===== config.mk =====
export PLATFORM = sky130hd
export DESIGN_NAME = spi_reg_bridge
export DESIGN_NICKNAME = d
export VERILOG_FILES = /design/src/rtl/spi_reg_bridge_pkg.sv /design/src/rtl/spi_cs_sync.sv /design/src/rtl/spi_reg_bridge.sv
export SDC_FILE = /design/constraint.sdc
export NUM_CORES = 1
export LEC_CHECK = 0
export CORE_MARGIN = 2
export CORE_UTILIZATION = 44
export CTS_CLUSTER_DIAMETER = 40
export DETAILED_ROUTE_END_ITERATION = 8
export PLACE_DENSITY = 0.74
export SLEW_MARGIN = 20
export SYNTH_ARGS = -nofsm -noshare
export SYNTH_HDL_FRONTEND = slang
export SYNTH_SLANG_ARGS = --single-unit

===== constraint.sdc =====
create_clock -name i_Clk -period 2.12 [get_ports i_Clk]
set_input_delay 0.212 -clock i_Clk [delete_from_list [all_inputs] [get_ports i_Clk]]
set_output_delay 0.212 -clock i_Clk [all_outputs]
set_load 0.02 [all_outputs]

===== src/rtl/spi_reg_bridge_pkg.sv =====
`default_nettype none
// ============================================================================
// Module      : spi_reg_bridge_pkg
// Description : Shared state encoding and command constants for the SPI
//               register bridge.
// Revision    : 1.0 - initial release
// ============================================================================
package spi_reg_bridge_pkg;

  // Bridge decoder states
  typedef enum logic [2:0] {
    ST_IDLE     = 3'd0,
    ST_RD_FETCH = 3'd1,
    ST_RD_LOAD  = 3'd2,
    ST_RD_WAIT  = 3'd3,
    ST_WR_DATA  = 3'd4
  } state_t;

  // Command byte bit selecting read (1) or write (0)
  localparam int CMD_RD_BIT = 7;

  // Byte presented to the master while it clocks in the command byte
  localparam logic [7:0] DEF_STATUS_BYTE = 8'hA5;

endpackage
`default_nettype wire


===== src/rtl/spi_cs_sync.sv =====
`default_nettype none
// ============================================================================
// Module      : spi_cs_sync
// Description : Two-flop synchronizer for the raw SPI chip select plus
//               single-cycle rise/fall pulses. Resets to "CS high" so a
//               select held low across reset shows up as a fresh fall.
// Revision    : 1.0 - initial release
// ============================================================================
module spi_cs_sync (
  input  logic i_Clk,
  input  logic i_Rst_L,
  input  logic i_CS_n,
  output logic o_Rise,
  output logic o_Fall
);

  logic meta_q;
  logic sync_q;
  logic prev_q;

  // Metastability filter followed by one delay stage for edge detection
  always_ff @(posedge i_Clk or negedge i_Rst_L) begin
    if (!i_Rst_L) begin
      meta_q <= 1'b1;
      sync_q <= 1'b1;
      prev_q <= 1'b1;
    end else begin
      meta_q <= i_CS_n;
      sync_q <= meta_q;
      prev_q <= sync_q;
    end
  end

  assign o_Rise = sync_q & ~prev_q;
  assign o_Fall = ~sync_q & prev_q;

endmodule
`default_nettype wire


===== src/rtl/spi_reg_bridge.sv =====
`default_nettype none
// ============================================================================
// Module      : spi_reg_bridge
// Description : Decodes the SPI slave RX byte stream into register bank
//               read/write strobes and returns read data through the slave
//               TX byte. Frames are delimited by the synchronized chip select.
//               Optional feature macro SPI_BRIDGE_AUTOINC_EN: when defined the
//               address steps by one per data/dummy byte (burst access); when
//               undefined the address is fixed for the frame (FIFO port use).
// Revision    : 1.0 - initial release
// ============================================================================
module spi_reg_bridge
  import spi_reg_bridge_pkg::*;
#(
  parameter int          ADDR_W      = 7,
  parameter logic [7:0]  STATUS_BYTE = DEF_STATUS_BYTE
) (
  input  logic              i_Clk,
  input  logic              i_Rst_L,
  input  logic              i_SPI_CS_n,
  input  logic              i_RX_DV,
  input  logic [7:0]        i_RX_Byte,
  output logic              o_TX_DV,
  output logic [7:0]        o_TX_Byte,
  output logic [ADDR_W-1:0] o_Reg_Addr,
  output logic              o_Reg_WE,
  output logic [7:0]        o_Reg_WData,
  output logic              o_Reg_RE,
  input  logic [7:0]        i_Reg_RData,
  output logic              o_Busy
);

`ifdef SPI_BRIDGE_AUTOINC_EN
  localparam logic [ADDR_W-1:0] ADDR_STEP = ADDR_W'(1);
`else
  localparam logic [ADDR_W-1:0] ADDR_STEP = '0;
`endif

  logic              cs_rise;
  logic              cs_fall;
  logic              rx_ok;

  state_t            state_q,   state_d;
  logic [ADDR_W-1:0] addr_q,    addr_d;
  logic              busy_q,    busy_d;
  logic              tx_dv_q,   tx_dv_d;
  logic [7:0]        tx_byte_q, tx_byte_d;
  logic              we_q,      we_d;
  logic [7:0]        wdata_q,   wdata_d;

  spi_cs_sync u_cs_sync (
    .i_Clk   (i_Clk),
    .i_Rst_L (i_Rst_L),
    .i_CS_n  (i_SPI_CS_n),
    .o_Rise  (cs_rise),
    .o_Fall  (cs_fall)
  );

  // Bytes arriving outside a frame are dropped
  assign rx_ok = i_RX_DV & busy_q;

  // State and output registers; TX_DV comes out of reset set to preload status
  always_ff @(posedge i_Clk or negedge i_Rst_L) begin
    if (!i_Rst_L) begin
      state_q   <= ST_IDLE;
      addr_q    <= '0;
      busy_q    <= 1'b0;
      tx_dv_q   <= 1'b1;
      tx_byte_q <= STATUS_BYTE;
      we_q      <= 1'b0;
      wdata_q   <= 8'h00;
    end else begin
      state_q   <= state_d;
      addr_q    <= addr_d;
      busy_q    <= busy_d;
      tx_dv_q   <= tx_dv_d;
      tx_byte_q <= tx_byte_d;
      we_q      <= we_d;
      wdata_q   <= wdata_d;
    end
  end

  // Next-state decode; frame end overrides everything except a byte already in flight
  always_comb begin
    state_d   = state_q;
    addr_d    = addr_q;
    busy_d    = busy_q;
    tx_dv_d   = 1'b0;
    tx_byte_d = tx_byte_q;
    we_d      = 1'b0;
    wdata_d   = wdata_q;

    // Write address advances the cycle after its strobe so the strobe sees the old address
    if (we_q) begin
      addr_d = addr_q + ADDR_STEP;
    end

    case (state_q)
      ST_IDLE: begin
        if (rx_ok) begin
          addr_d  = i_RX_Byte[ADDR_W-1:0];
          state_d = i_RX_Byte[CMD_RD_BIT] ? ST_RD_FETCH : ST_WR_DATA;
        end
      end
      ST_RD_FETCH: begin
        state_d = ST_RD_LOAD;
      end
      ST_RD_LOAD: begin
        tx_dv_d   = 1'b1;
        tx_byte_d = i_Reg_RData;
        state_d   = ST_RD_WAIT;
      end
      ST_RD_WAIT: begin
        if (rx_ok) begin
          addr_d  = addr_q + ADDR_STEP;
          state_d = ST_RD_FETCH;
        end
      end
      ST_WR_DATA: begin
        if (rx_ok) begin
          we_d    = 1'b1;
          wdata_d = i_RX_Byte;
        end
      end
      default: begin
        state_d = ST_IDLE;
      end
    endcase

    if (cs_rise) begin
      state_d   = ST_IDLE;
      busy_d    = 1'b0;
      tx_dv_d   = 1'b1;
      tx_byte_d = STATUS_BYTE;
    end else if (cs_fall) begin
      state_d = ST_IDLE;
      busy_d  = 1'b1;
    end
  end

  assign o_TX_DV     = tx_dv_q;
  assign o_TX_Byte   = tx_byte_q;
  assign o_Reg_Addr  = addr_q;
  assign o_Reg_WE    = we_q;
  assign o_Reg_WData = wdata_q;
  assign o_Reg_RE    = (state_q == ST_RD_FETCH);
  assign o_Busy      = busy_q;

endmodule
`default_nettype wire


==> metrics, run 1 <==
Max Root-Sink Buffers=2; Cell Pwr Density=roughly 1400 nW/um^2; final WL=2510 um; Syn Nets=about 120; Clock Latency Late Sink=roughly 0.31 ns; PortBufs=between 40 and 50; syn avg cell area=14.1 um^2; placed insts=170; hold buffers post-CTS=0; final std cells w/o fill=178; Warnings, synthesis=0; max cap viols=0; Leak Pwr=~0.8 nW; Final GP Congestion=slightly below 0.7; Final Util=between 60% and 70%; TritonCTS buffer count=5; Area Overhead vs Synth=39.5%; # clock sinks=32; met2 usage=roughly 26%; Fin. Hold Viols=0; die area=about 3500 um^2; ANT nets after route=0; Clock Pin Slew Worst Setup and Hold Paths=0.09 ns; initial antenna violation count=0; required time worst endpoint=approximately 1.9 ns; CP Capture Type=primary output; fmax=between 0.5 and 0.6 GHz; Final Setup Violations=0; outcome=finished, final reports clean; CP arrival=1.74 ns; first-pass GRT wire length=between 4000 and 5000 um; Slew @ Worst Pin=0.579 ns; met1 Use GR=19.5%; Post-DP HPWL=~1900 um; synth unique cells=28; synthesized cell area=1340 um^2; vias in the first global route=914; num ports=47; Die X=just under 60 um; post-layout minimum cycle time=~2 ns; peak supply drop=about 0.74 mV; Worst Hold Class=input pin to async pin; Wirelength per Cell=approximately 14 um; cells after synthesis=95; post-CTS sizing=0; Overall Power=roughly 2.6 mW; # DRC=0; CTS root buf=clkbuf_4; drt first pass iters=4; share of layout cells above drive strength 1=about a quarter; htree depth=2; M3 GR Usage=approximately 4.6%; Setup Crit Path Kind=register to primary output; DIE HEIGHT=59.3 um; startpoint types=register; Final #Nets=166; largest net degree at the start of global routing=33; count of pins over their slew limit=0; core box area=about 3000 um^2; Final Cycle Share=92.0%; busiest grt layer=met2; vias post-DR=915; routed vias/inst=slightly above 5; number of synthesized register bits=32; # rows=20; GRT overflow=0; Max Clock Skew=0.00702 ns; register area share after synthesis=around 60%; unrepaired setup endpoints after global routing=no; post-CTS setup buffer count=0; initial core utilization=about 45%; CTS tree=yes; GRT Total Usage=about 16%; initial DRC count=32; antenna cells=0; Setup Total Neg Slack=0 ns; Slew HR=about three fifths; crit path max fanout=8
==> final timing paths <==
path,startpoint,end,slack [ns],cells after the start
max in group asynchronous,i_Rst_L,u_cs_sync.meta_q$_DFF_PN1_,1.52,2
min reg2reg,u_cs_sync.meta_q$_DFF_PN1_,u_cs_sync.sync_q$_DFF_PN1_,0.36,0
max reg2reg,u_cs_sync.prev_q$_DFF_PN1_,state_q[2]$_DFFE_PN0P_,0.30,5
max,state_q[0]$_DFFE_PN0P_,o_Reg_RE,0.17,2
min,i_Rst_L,o_Reg_WE$_DFF_PN0_,0.28,2
min in group i_Clk,i_SPI_CS_n,u_cs_sync.meta_q$_DFF_PN1_,0.31,1
==> per-stage QoR <==
step / worst slack (ns) / cell area (um^2) / hold slack [ns]
6_report: 0.169 / 1870 / 0.278
5_1_grt: 0.0601 / 1870 / 0.298
4_1_cts: 0.152 / 1870 / 0.283
3_5_place_dp: 0.232 / 1820 / 0.352
3_3_place_gp: 0.313 / 1820 / 0.346
2_1_floorplan: 0.423 / 1340 / -0.0836
==> synthesized netlist by cell type <==
cell type / number / area share, %
ha_1: 2 / 1.9
nor2b_1: 4 / 1.9
a21bo_2: 1 / 0.74
or2_2: 1 / 0.47
o21ai_0: 2 / 0.74
a211o_1: 4 / 2.6
nor4_4: 1 / 1.6
nand2_1: 3 / 0.84
a32oi_1: 1 / 0.65
and4b_1: 1 / 0.74
mux2i_1: 4 / 3.0
clkbuf_1: 1 / 0.28
dfstp_2: 8 / 16
xnor2_1: 1 / 0.65
mux2_2: 16 / 13
inv_1: 4 / 1.1
dfrtp_1: 24 / 45
nand3b_1: 1 / 0.56
nand4_2: 1 / 0.93
a21oi_1: 1 / 0.37
or3_1: 1 / 0.47
nor3b_4: 1 / 1.4
nor3b_1: 1 / 0.56
nand2b_1: 1 / 0.47
buf_4: 3 / 1.7
nor4_1: 1 / 0.47
buf_6: 1 / 0.84
nor2_1: 5 / 1.4
==> power by group <==
part           internal [mW]  switching, mW
Combinational          0.683          0.568
Clock                  0.164          0.180
Sequential             0.877          0.177
Total                   1.72          0.926
==> state kept, by name, summed over array words and instances (netlist names) <==
name / cells
state_q: 3
u_cs_sync.meta_q: 1
o_Reg_Addr: 7
o_Reg_WData: 8
o_Reg_WE: 1
u_cs_sync.sync_q: 1
o_TX_Byte: 8
u_cs_sync.prev_q: 1
o_TX_DV: 1
o_Busy: 1
==> worst max-delay path, stage by stage, from the launching register on <==
cell             delay (ns)
dfrtp_1                0.56
nor3b_1                0.23
clkdlybuf4s50_1        0.63
==> layout make-up <==
cell class              instances  area, um^2
inverters                       4        15.0
fillers                       241        1100
well taps                      33        41.3
flip-flops and latches         32         811
clock buffers                   8        58.8
multi-input cells              54         480
repair buffers                 47         468
==> metal layers <==
metal | part of all wire [%] | vias to the layer above
met4 | 0.96 | 0
met2 | 54 | 23
met5 | 0 | -
li1 | - | 427
met3 | 4.3 | 4
met1 | 41 | 461
==> layout by cell type (no fill, tap or decap), drive strengths merged, types with 2 or more instances in the layout <==
master,n
inv,4
mux2,16
dfstp,8
clkdlybuf4s50,46
ha,2
nor3b,2
nor2,5
clkbuf,8
nand2,3
nor2b,4
dfrtp,24
a211o,4
mux2i,4
o21ai,2
nor4,2
==> cell families (layout without fill, tap and decap cells) <==
family,count (synthesis),count (layout),share of synthesized area (%)
flops,32,32,60.3
xor+xnor,1,1,0.652
mux,20,20,16.4
fa+ha+maj,2,2,1.86
compound gates,9,9,5.12
buf+inv,9,59,3.91
simple gates,22,22,11.7
No activity file was read; power rests on OpenSTA's default activity.
==> inputs of run 2 (changes only) <==
--- a/config.mk
+++ b/config.mk
@@ -5,12 +5,13 @@
 export SDC_FILE = /design/constraint.sdc
 export NUM_CORES = 1
 export LEC_CHECK = 0
+export CAP_MARGIN = 5
 export CORE_MARGIN = 2
 export CORE_UTILIZATION = 44
 export CTS_CLUSTER_DIAMETER = 40
 export DETAILED_ROUTE_END_ITERATION = 8
 export PLACE_DENSITY = 0.74
-export SLEW_MARGIN = 20
+export SLEW_MARGIN = 10
 export SYNTH_ARGS = -nofsm -noshare
 export SYNTH_HDL_FRONTEND = slang
 export SYNTH_SLANG_ARGS = --single-unit
==> results of run 2 <==
The final DEF is identical to that of run 1; final timing and power are the same.
